## config.mk

```make
export PLATFORM = sky130hd
export DESIGN_NAME = axi_rd_mux_rr
export DESIGN_NICKNAME = d
export VERILOG_FILES = /design/src/rtl/axi_pkg.sv /design/src/rtl/rr_arb.sv /design/src/rtl/axi_rd_mux_rr.sv
export SDC_FILE = /design/constraint.sdc
export NUM_CORES = 1
export LEC_CHECK = 0
export ABC_AREA = 1
export BUFFER_PORTS_ARGS = -buffer_cell sky130_fd_sc_hd__buf_2
export CAP_MARGIN = 15
export CORE_AREA = 2 2 533 535
export DETAILED_ROUTE_END_ITERATION = 12
export DIE_AREA = 0 0 535 537
export SYNTH_ARGS = -nofsm -noshare
export SYNTH_HDL_FRONTEND = slang
export SYNTH_HIERARCHICAL = 1
export SYNTH_SLANG_ARGS = --single-unit
export TNS_END_PERCENT = 50
```

## constraint.sdc

```tcl
create_clock -name clk -period 6.56 [get_ports clk]
set_clock_uncertainty 0.1 [all_clocks]
set_input_delay 1.312 -clock clk [delete_from_list [all_inputs] [get_ports clk]]
set_output_delay 1.312 -clock clk [all_outputs]
set_load 0.02 [all_outputs]
```

## src/rtl/axi_pkg.sv

```systemverilog
// Shared AXI4 constants and helpers for the read merger.
// Holds burst/cache/resp encodings and the beat-size calculation.
package axi_pkg;

    localparam logic [1:0] AXI_BURST_INCR = 2'b01;
    localparam logic [3:0] AXI_CACHE_DFLT = 4'b0011;
    localparam logic [1:0] AXI_RESP_OKAY  = 2'b00;

    function automatic logic [2:0] axi_size(input int data_w);
        return 3'($clog2(data_w / 8));
    endfunction

endpackage

```

## src/rtl/rr_arb.sv

```systemverilog
// Round-robin arbiter: one-hot grant starting from a rotating pointer.
// Pointer moves to winner+1 whenever a grant is issued.
module rr_arb #(
    parameter int N = 3
) (
    input  logic         clk,
    input  logic         rst_n,
    input  logic [N-1:0] req_i,
    input  logic         en_i,
    output logic [N-1:0] grant_o
);

    localparam int PW = $clog2(N);

    logic [PW-1:0] ptr_q, ptr_d;
    logic [PW-1:0] gidx;
    logic [N-1:0]  grant;
    logic          found;

    // search requests starting at the pointer, first hit wins
    always_comb begin
        grant = '0;
        gidx  = '0;
        found = 1'b0;
        for (int k = 0; k < N; k++) begin
            if (!found && req_i[(int'(ptr_q) + k) % N]) begin
                found = 1'b1;
                grant[(int'(ptr_q) + k) % N] = 1'b1;
                gidx = PW'((int'(ptr_q) + k) % N);
            end
        end
    end

    assign grant_o = en_i ? grant : '0;

    // advance pointer past the winner on an issued grant
    always_comb begin
        ptr_d = ptr_q;
        if (en_i && found) begin
            ptr_d = (int'(gidx) == N - 1) ? '0 : gidx + 1'b1;
        end
    end

    // pointer register
    always_ff @(posedge clk or negedge rst_n) begin
        if (!rst_n) begin
            ptr_q <= '0;
        end else begin
            ptr_q <= ptr_d;
        end
    end

endmodule

```

## src/rtl/axi_rd_mux_rr.sv

```systemverilog
// N-client AXI4 read merger: round-robin AR arbitration into one AR
// register, per-channel outstanding limit, R beats routed back by RID.
module axi_rd_mux_rr
    import axi_pkg::*;
#(
    parameter int NUM_CH    = 3,
    parameter int ADDR_W    = 64,
    parameter int DATA_W    = 512,
    parameter int ID_W      = 4,
    parameter int MAX_OUTST = 8,
    parameter int USER_W    = 1
) (
    input  logic                     clk,
    input  logic                     rst_n,
    input  logic [NUM_CH-1:0]        s_arvalid,
    output logic [NUM_CH-1:0]        s_arready,
    input  logic [NUM_CH*ADDR_W-1:0] s_araddr,
    input  logic [NUM_CH*8-1:0]      s_arlen,
    output logic [NUM_CH-1:0]        s_rvalid,
    input  logic [NUM_CH-1:0]        s_rready,
    output logic [DATA_W-1:0]        s_rdata,
    output logic [1:0]               s_rresp,
    output logic                     s_rlast,
    output logic                     m_axi_arvalid,
    input  logic                     m_axi_arready,
    output logic [ADDR_W-1:0]        m_axi_araddr,
    output logic [7:0]               m_axi_arlen,
    output logic [ID_W-1:0]          m_axi_arid,
    output logic [2:0]               m_axi_arsize,
    output logic [1:0]               m_axi_arburst,
    output logic [2:0]               m_axi_arprot,
    output logic [3:0]               m_axi_arcache,
    output logic [USER_W-1:0]        m_axi_aruser,
    input  logic                     m_axi_rvalid,
    output logic                     m_axi_rready,
    input  logic [DATA_W-1:0]        m_axi_rdata,
    input  logic [1:0]               m_axi_rresp,
    input  logic                     m_axi_rlast,
    input  logic [ID_W-1:0]          m_axi_rid,
    output logic                     idle,
    output logic                     err
);

    localparam int CW = $clog2(MAX_OUTST + 1);

    logic [NUM_CH-1:0][CW-1:0] cnt_q, cnt_d;
    logic                      arvalid_q;
    logic [ADDR_W-1:0]         araddr_q;
    logic [7:0]                arlen_q;
    logic [ID_W-1:0]           arid_q;
    logic                      err_q;

    logic                      loadable, ar_hs, r_hs, rid_ok;
    logic [NUM_CH-1:0]         elig, grant;
    logic [ADDR_W-1:0]         gaddr;
    logic [7:0]                glen;
    logic [ID_W-1:0]           gid;
    logic                      rready_sel;

    assign ar_hs    = arvalid_q & m_axi_arready;
    assign loadable = ~arvalid_q | m_axi_arready;
    assign r_hs     = m_axi_rvalid & m_axi_rready;
    assign rid_ok   = int'(m_axi_rid) < NUM_CH;

    // eligibility counts the AR still sitting in the register
    always_comb begin
        elig = '0;
        for (int i = 0; i < NUM_CH; i++) begin
            elig[i] = s_arvalid[i] &&
                (int'(cnt_q[i]) +
                 int'(arvalid_q && arid_q == ID_W'(i)) < MAX_OUTST);
        end
    end

    rr_arb #(.N(NUM_CH)) u_arb (
        .clk     (clk),
        .rst_n   (rst_n),
        .req_i   (elig),
        .en_i    (loadable),
        .grant_o (grant)
    );

    assign s_arready = grant;

    // select payload of the granted channel
    always_comb begin
        gaddr = '0;
        glen  = '0;
        gid   = '0;
        for (int i = 0; i < NUM_CH; i++) begin
            if (grant[i]) begin
                gaddr = s_araddr[i*ADDR_W +: ADDR_W];
                glen  = s_arlen[i*8 +: 8];
                gid   = ID_W'(i);
            end
        end
    end

    // AR register: load on grant, clear after handshake
    always_ff @(posedge clk or negedge rst_n) begin
        if (!rst_n) begin
            arvalid_q <= 1'b0;
            araddr_q  <= '0;
            arlen_q   <= '0;
            arid_q    <= '0;
        end else if (|grant) begin
            arvalid_q <= 1'b1;
            araddr_q  <= gaddr;
            arlen_q   <= glen;
            arid_q    <= gid;
        end else if (ar_hs) begin
            arvalid_q <= 1'b0;
        end
    end

    // R demux by RID; unknown IDs are drained
    always_comb begin
        s_rvalid   = '0;
        rready_sel = 1'b1;
        for (int i = 0; i < NUM_CH; i++) begin
            if (m_axi_rid == ID_W'(i)) begin
                s_rvalid[i] = m_axi_rvalid;
                rready_sel  = s_rready[i];
            end
        end
    end

    // outstanding-burst counters
    always_comb begin
        cnt_d = cnt_q;
        for (int i = 0; i < NUM_CH; i++) begin
            unique case ({ar_hs && arid_q == ID_W'(i),
                          r_hs && m_axi_rlast &&
                          m_axi_rid == ID_W'(i) && cnt_q[i] != '0})
                2'b10:   cnt_d[i] = cnt_q[i] + 1'b1;
                2'b01:   cnt_d[i] = cnt_q[i] - 1'b1;
                default: cnt_d[i] = cnt_q[i];
            endcase
        end
    end

    // counter and sticky error registers
    always_ff @(posedge clk or negedge rst_n) begin
        if (!rst_n) begin
            cnt_q <= '0;
            err_q <= 1'b0;
        end else begin
            cnt_q <= cnt_d;
            if (r_hs && (!rid_ok || m_axi_rresp != AXI_RESP_OKAY)) begin
                err_q <= 1'b1;
            end
        end
    end

    assign m_axi_arvalid = arvalid_q;
    assign m_axi_araddr  = araddr_q;
    assign m_axi_arlen   = arlen_q;
    assign m_axi_arid    = arid_q;
    assign m_axi_arsize  = axi_size(DATA_W);
    assign m_axi_arburst = AXI_BURST_INCR;
    assign m_axi_arprot  = 3'b000;
    assign m_axi_arcache = AXI_CACHE_DFLT;
    assign m_axi_aruser  = '0;

    assign m_axi_rready = rready_sel;
    assign s_rdata      = m_axi_rdata;
    assign s_rresp      = m_axi_rresp;
    assign s_rlast      = m_axi_rlast;

    assign idle = ~arvalid_q && (cnt_q == '0);
    assign err  = err_q;

endmodule

```

Yosys cells after proc, flatten, opt, wreduce, memory -nomap -nowiden --
Cells that the tools add are included.
Operators by class: $add $sub $neg 12, divide/modulo/power cells 3, order comparisons 10, equal/unequal tests 11, mux-type cells 45, bitwise operators 6, reductions and logical operators 40
Operators by type and width (count):
- $mux W64 | 3
- $ge A32 B1 Y1 const B | 3
- $lt A32 B4 Y1 const B | 3
- $mod A32 B3 Y32 const B | 2
- $mod A3 B3 Y32 const B | 1
- $logic_and A1 B1 Y1 | 24
- $mux W8 | 3
- $pmux W4 S2 | 3
- $mux W1 | 21
- $add A4 B1 Y5 | 3
- $lt A5 B4 Y1 const B | 3
- $add A4 B1 Y4 const B | 3
- $logic_not A12 Y1 | 1
- $mux W3 | 4
- $reduce_bool A4 Y1 | 3
- $sub A4 B1 Y4 const B | 3
- $reduce_bool A2 Y1 | 5
- $eq A2 B2 Y1 const B | 4
- $eq A4 B1 Y1 const B | 2
- $eq A4 B2 Y1 const B | 2
- $logic_not A4 Y1 | 2
- $mux W2 | 4
- $bmux W1 S2 | 3
- $demux W1 S2 | 3
- other kinds (13) | 19
Word-level totals: bits in registers 92, input bits 745, output and inout port bits 614

Longest topological paths before layout --
word-level depth 19, gate-level depth with buffers 18

Cells and area by module --
The synthesis kept the hierarchy.
By module, submodules not included:
- axi_rd_mux_rr | instances 1, cells an instance 1262, area each 9307.7 um^2
- rr_arb | instances 1, cells an instance 72, area each 425.4 um^2

Least setup slack after synthesis --
OpenSTA, ideal clock, no wires.
kind input-to-output, start input s_arvalid[2], end output s_arready[2], arrival time 2.609 ns, required time 5.148 ns, path slack 2.539 ns, cell stages on the path 8, path buffers 0, cell sequence nand2_1 > a31oi_1 > inv_2 > o21ai_2 > nand2_4 > o22ai_1 > nor2_1 > nor2_1
On the way: longest elaborated chain between the ends 12, elaborated cells between the ends (all ways) 22
Ends and longest elaborated chain:
- start, declared | line axi_rd_mux_rr.sv:15 | input logic [NUM_CH-1:0] s_arvalid,
- $logic_and A1 B1 Y1 * | line axi_rd_mux_rr.sv:69 | elig[i] = s_arvalid[i] &&
- net elig[2] | line axi_rd_mux_rr.sv:54 | logic [NUM_CH-1:0] elig, grant;
- $bmux W1 S2 | line rr_arb.sv:26 | if (!found && req_i[(int'(ptr_q) + k) % N]) begin
- $mux W1 (implied by the code) (2 in a row) | line rr_arb.sv:26
- $mux W1 | line rr_arb.sv:26
- $logic_not A1 Y1 | line rr_arb.sv:26
- $logic_and A1 B1 Y1 | line rr_arb.sv:26
- $mux W1 | line rr_arb.sv:26
- $logic_not A1 Y1 | line rr_arb.sv:26
- $logic_and A1 B1 Y1 | line rr_arb.sv:26
- $mux W3 * | line rr_arb.sv:26
- $mux W3 * | line rr_arb.sv:34 | assign grant_o = en_i ? grant : '0;
- end, declared | line axi_rd_mux_rr.sv:16 | output logic [NUM_CH-1:0] s_arready,
The timed path passes the listed nets; every way through them passes the cells marked *. The select of a mux whose other input is x is not followed.

Final worst setup path --
start input s_arvalid[1], end output s_arready[2]
Same word-level chain as after synthesis.

==> flow_summary.json <==
{
  "cp.required_ns": 5.15,
  "dr.pass1.iters": 6,
  "report.final.slew_viol_count": 0,
  "busiest_layer": "met3",
  "slew_headroom": 0.379,
  "arrival_ns": 3.39,
  "fin_ws_ns": 1.76,
  "drc_errors": 0,
  "dieArea_um2": 287000,
  "powerDensity_nw_per_um2": 519,
  "synth_warnings": 6,
  "timing.final.hold_violations": 0,
  "hold_class": "reg2reg",
  "path_max_fanout": 4,
  "yosysTopAreaCell": "buf_4",
  "die_w_um": 535,
  "reg2reg_from": "cnt_q[4]$_DFFE_PN0P_",
  "wl_per_cell_um": 42.3,
  "yosysMostFrequentCell": "buf_4",
  "fin_cells": 4897,
  "clk_path_buf_depth": 3,
  "grt_use_met3": 0.269,
  "via_count": 8504,
  "synth_seq_cells": 90,
  "netlist_area_um2": 9730,
  "worst-path-buf-inv": 3,
  "fill_cells": 33500,
  "hold_path_startpoint": "cnt_q[7]$_DFFE_PN0P_",
  "fin_nets": 1866,
  "start_util": 0.0346,
  "grt_max_degree": 78,
  "grtUsageMet2": 0.193,
  "cts_resized": 0,
  "syn_area_per_cell_um2": 7.30,
  "drive_above_1_share": 0.333,
  "final_design_area_no_fill_um2": 12300,
  "grt_setup_unrepaired": "no",
  "period_share": 0.732,
  "gp_congestion": 0.855,
  "post_cts_buffers": 0,
  "tightest_slew_ns": 0.932,
  "drtIter0Drc": 405,
  "syn_to_final_growth_pct": 26.8,
  "worstSkewPairLatency_ns": 0.53,
  "crit_top_cell": "nand2_1",
  "setup-tns-final_ns": 0,
  "core_um2": 281000,
  "grt_util_all_layers": 0.139,
  "yosysTopAreaCellShare": 0.421,
  "whs_endpoint": "cnt_q[7]$_DFFE_PN0P_",
  "netlist_top_cells_area": "buf_4 42%, dfrtp_1 23%, nand2_1 11%, a31oi_1 4.9%, o21ai_0 4.0%",
  "async_flop_share": 1.00,
  "clock.fmax_mhz": 208,
  "synth_cell_type_count": 30,
  "htreeDepth": 3,
  "clock_sinks": 90,
  "crit_type": "in2out",
  "reg2reg_to": "m_axi_araddr[35]$_DFFE_PN0P_",
  "finalCriticalPeriod_ns": 4.80,
  "status": "completed",
  "cp-start-kind": "input pin",
  "routed_via_density": 1.74,
  "die_h_um": 537,
  "routed_wl_um": 207000,
  "clkSlewWorstSetupHoldPaths_ns": 0.08,
  "dp.cells": 4836,
  "cts-root-buf": "clkbuf_16",
  "crit_chain": "buf_2 > nand2_1 > a31oi_1 > inv_1 > nand2_1 > nand3_1 > nand2_1 > nand3_4 > nor2_2 > nor2_1 > nor2_1 > buf_2",
  "finalSetupViolCount": 0,
  "hpwl_um": 197000,
  "rows": 195,
  "end_kind": "primary output",
  "max-cap-violations": 0,
  "whs_path_depth": 2,
  "max_stage_delay_ns": 0.53,
  "yosys-top-cells-count": "546 x buf_4, 275 x nand2_1, 90 x dfrtp_1",
  "yosysSeqAreaShare": 0.231,
  "cts_buffers": 13,
  "peakVddDrop_uv": 570,
  "io_pins": 1359,
  "cpMaxStageDelayCell": "nor2_1",
  "p_leak_uw": 0.00430,
  "reg2reg_slack_ns": 2.76,
  "dp_slack_ns": 1.78,
  "r2r_cells": 16,
  "cts_tree": "built",
  "port_buffers": 319,
  "synth_edf_count": 0,
  "gr-total-overflow": 0,
  "cp_top_family": "simple AND/OR/NAND/NOR gates",
  "synthFlopType": "dfrtp_1",
  "globalRouteMet1Util": 0.0583,
  "cts_hold_buf": 0,
  "grt_pass1_wl_um": 225000,
  "synthCells": 1334,
  "ant_nets": 0,
  "antenna_found_initial": 56,
  "dpl-instance-area_um2": 11800,
  "first_global_vias": 8199
}
## final cells by class
class | count | area [um2] | share of cell area
Antenna cell | 44 | 110 | 0.00892
Clock buffer | 14 | 339 | 0.0275
Clock inverter | 3 | 45.0 | 0.00365
Inverter | 47 | 186 | 0.0151
Multi-Input combinational cell | 626 | 3040 | 0.246
Sequential cell | 90 | 2250 | 0.182
Tap cell | 3743 | 4680 | 0.379
Timing Repair Buffer | 330 | 1690 | 0.137
## stage by stage
step | util | power [uW] | hold WS [ns]
2_1_floorplan | - | 4230 | 0.342
3_3_place_gp | 0.0421 | 5730 | 0.350
3_5_place_dp | 0.0421 | 5750 | 0.353
4_1_cts | 0.0435 | 6640 | 0.373
5_1_grt | 0.0437 | 7000 | 0.410
6_report | 0.0439 | 6400 | 0.376
## kinds of logic (layout without fill, tap and decap cells)
group	count (synthesis)	in the layout	synth area share
AOI/OAI and AO/OA	240	240	0.134
xor gates and xnor gates	4	4	0.00360
adders and majority gates	13	13	0.0167
buffers and inverters	631	394	0.463
DFF	90	90	0.231
other	2	59	0.000772
and+or+nand+nor	354	354	0.151
## where the power goes
group | total [uW] | internal (uW) | switching, uW
combinational | 4600 | 1110 | 3500
sequential | 979 | 818 | 161
clock | 819 | 412 | 407
## placed cells by master, fill, tap and decap left out, drive strengths merged
| cell | instances |
|---|---|
| nand3 | 24 |
| bufinv | 1 |
| inv | 47 |
| dfrtp | 90 |
| ha | 13 |
| diode | 44 |
| conb | 15 |
| nor4 | 3 |
| nand2 | 279 |
| nor3 | 5 |
| clkinvlp | 2 |
| nand4 | 13 |
| buf | 330 |
| xor2 | 1 |
| o22ai | 3 |
| clkbuf | 14 |
| o21ai | 155 |
| a31oi | 76 |
| a21oi | 6 |
| nor2 | 27 |
| or2 | 3 |
| xnor2 | 3 |
## registers in the layout (all words and copies together), names as in the netlist
register and cells:
err 1, cnt_q 12, m_axi_arid 2, u_arb/ptr_q 2, m_axi_araddr 64, m_axi_arlen 8
m_axi_arvalid 1
## worst min-delay path, cell delays in order, from the launching register on
cell and delay (ns):
dfrtp_1 0.35, nand2_1 0.05, nand2_1 0.04
## worst max path at each step
stage,startpoint,to,slack (ns),depth (start not counted)
after floorplan,s_arvalid[2],s_arready[2],2.54,8
after global placement,s_arvalid[1],s_arready[2],1.79,12
after detailed placement,s_arvalid[1],s_arready[2],1.78,12
after CTS,s_arvalid[1],s_arready[2],1.78,12
after global routing,s_arvalid[1],s_arready[2],1.62,12
final,s_arvalid[1],s_arready[2],1.76,12
## per-layer routing
layer / wire length, um / part of all wire / up-vias
li1: - / - / 3373
met2: 80700 / 0.39 / 1424
met3: 85400 / 0.41 / 306
met5: 253 / 0.0012 / -
met4: 9610 / 0.046 / 22
met1: 31400 / 0.15 / 3379
Power figures use the tool's default switching activity.
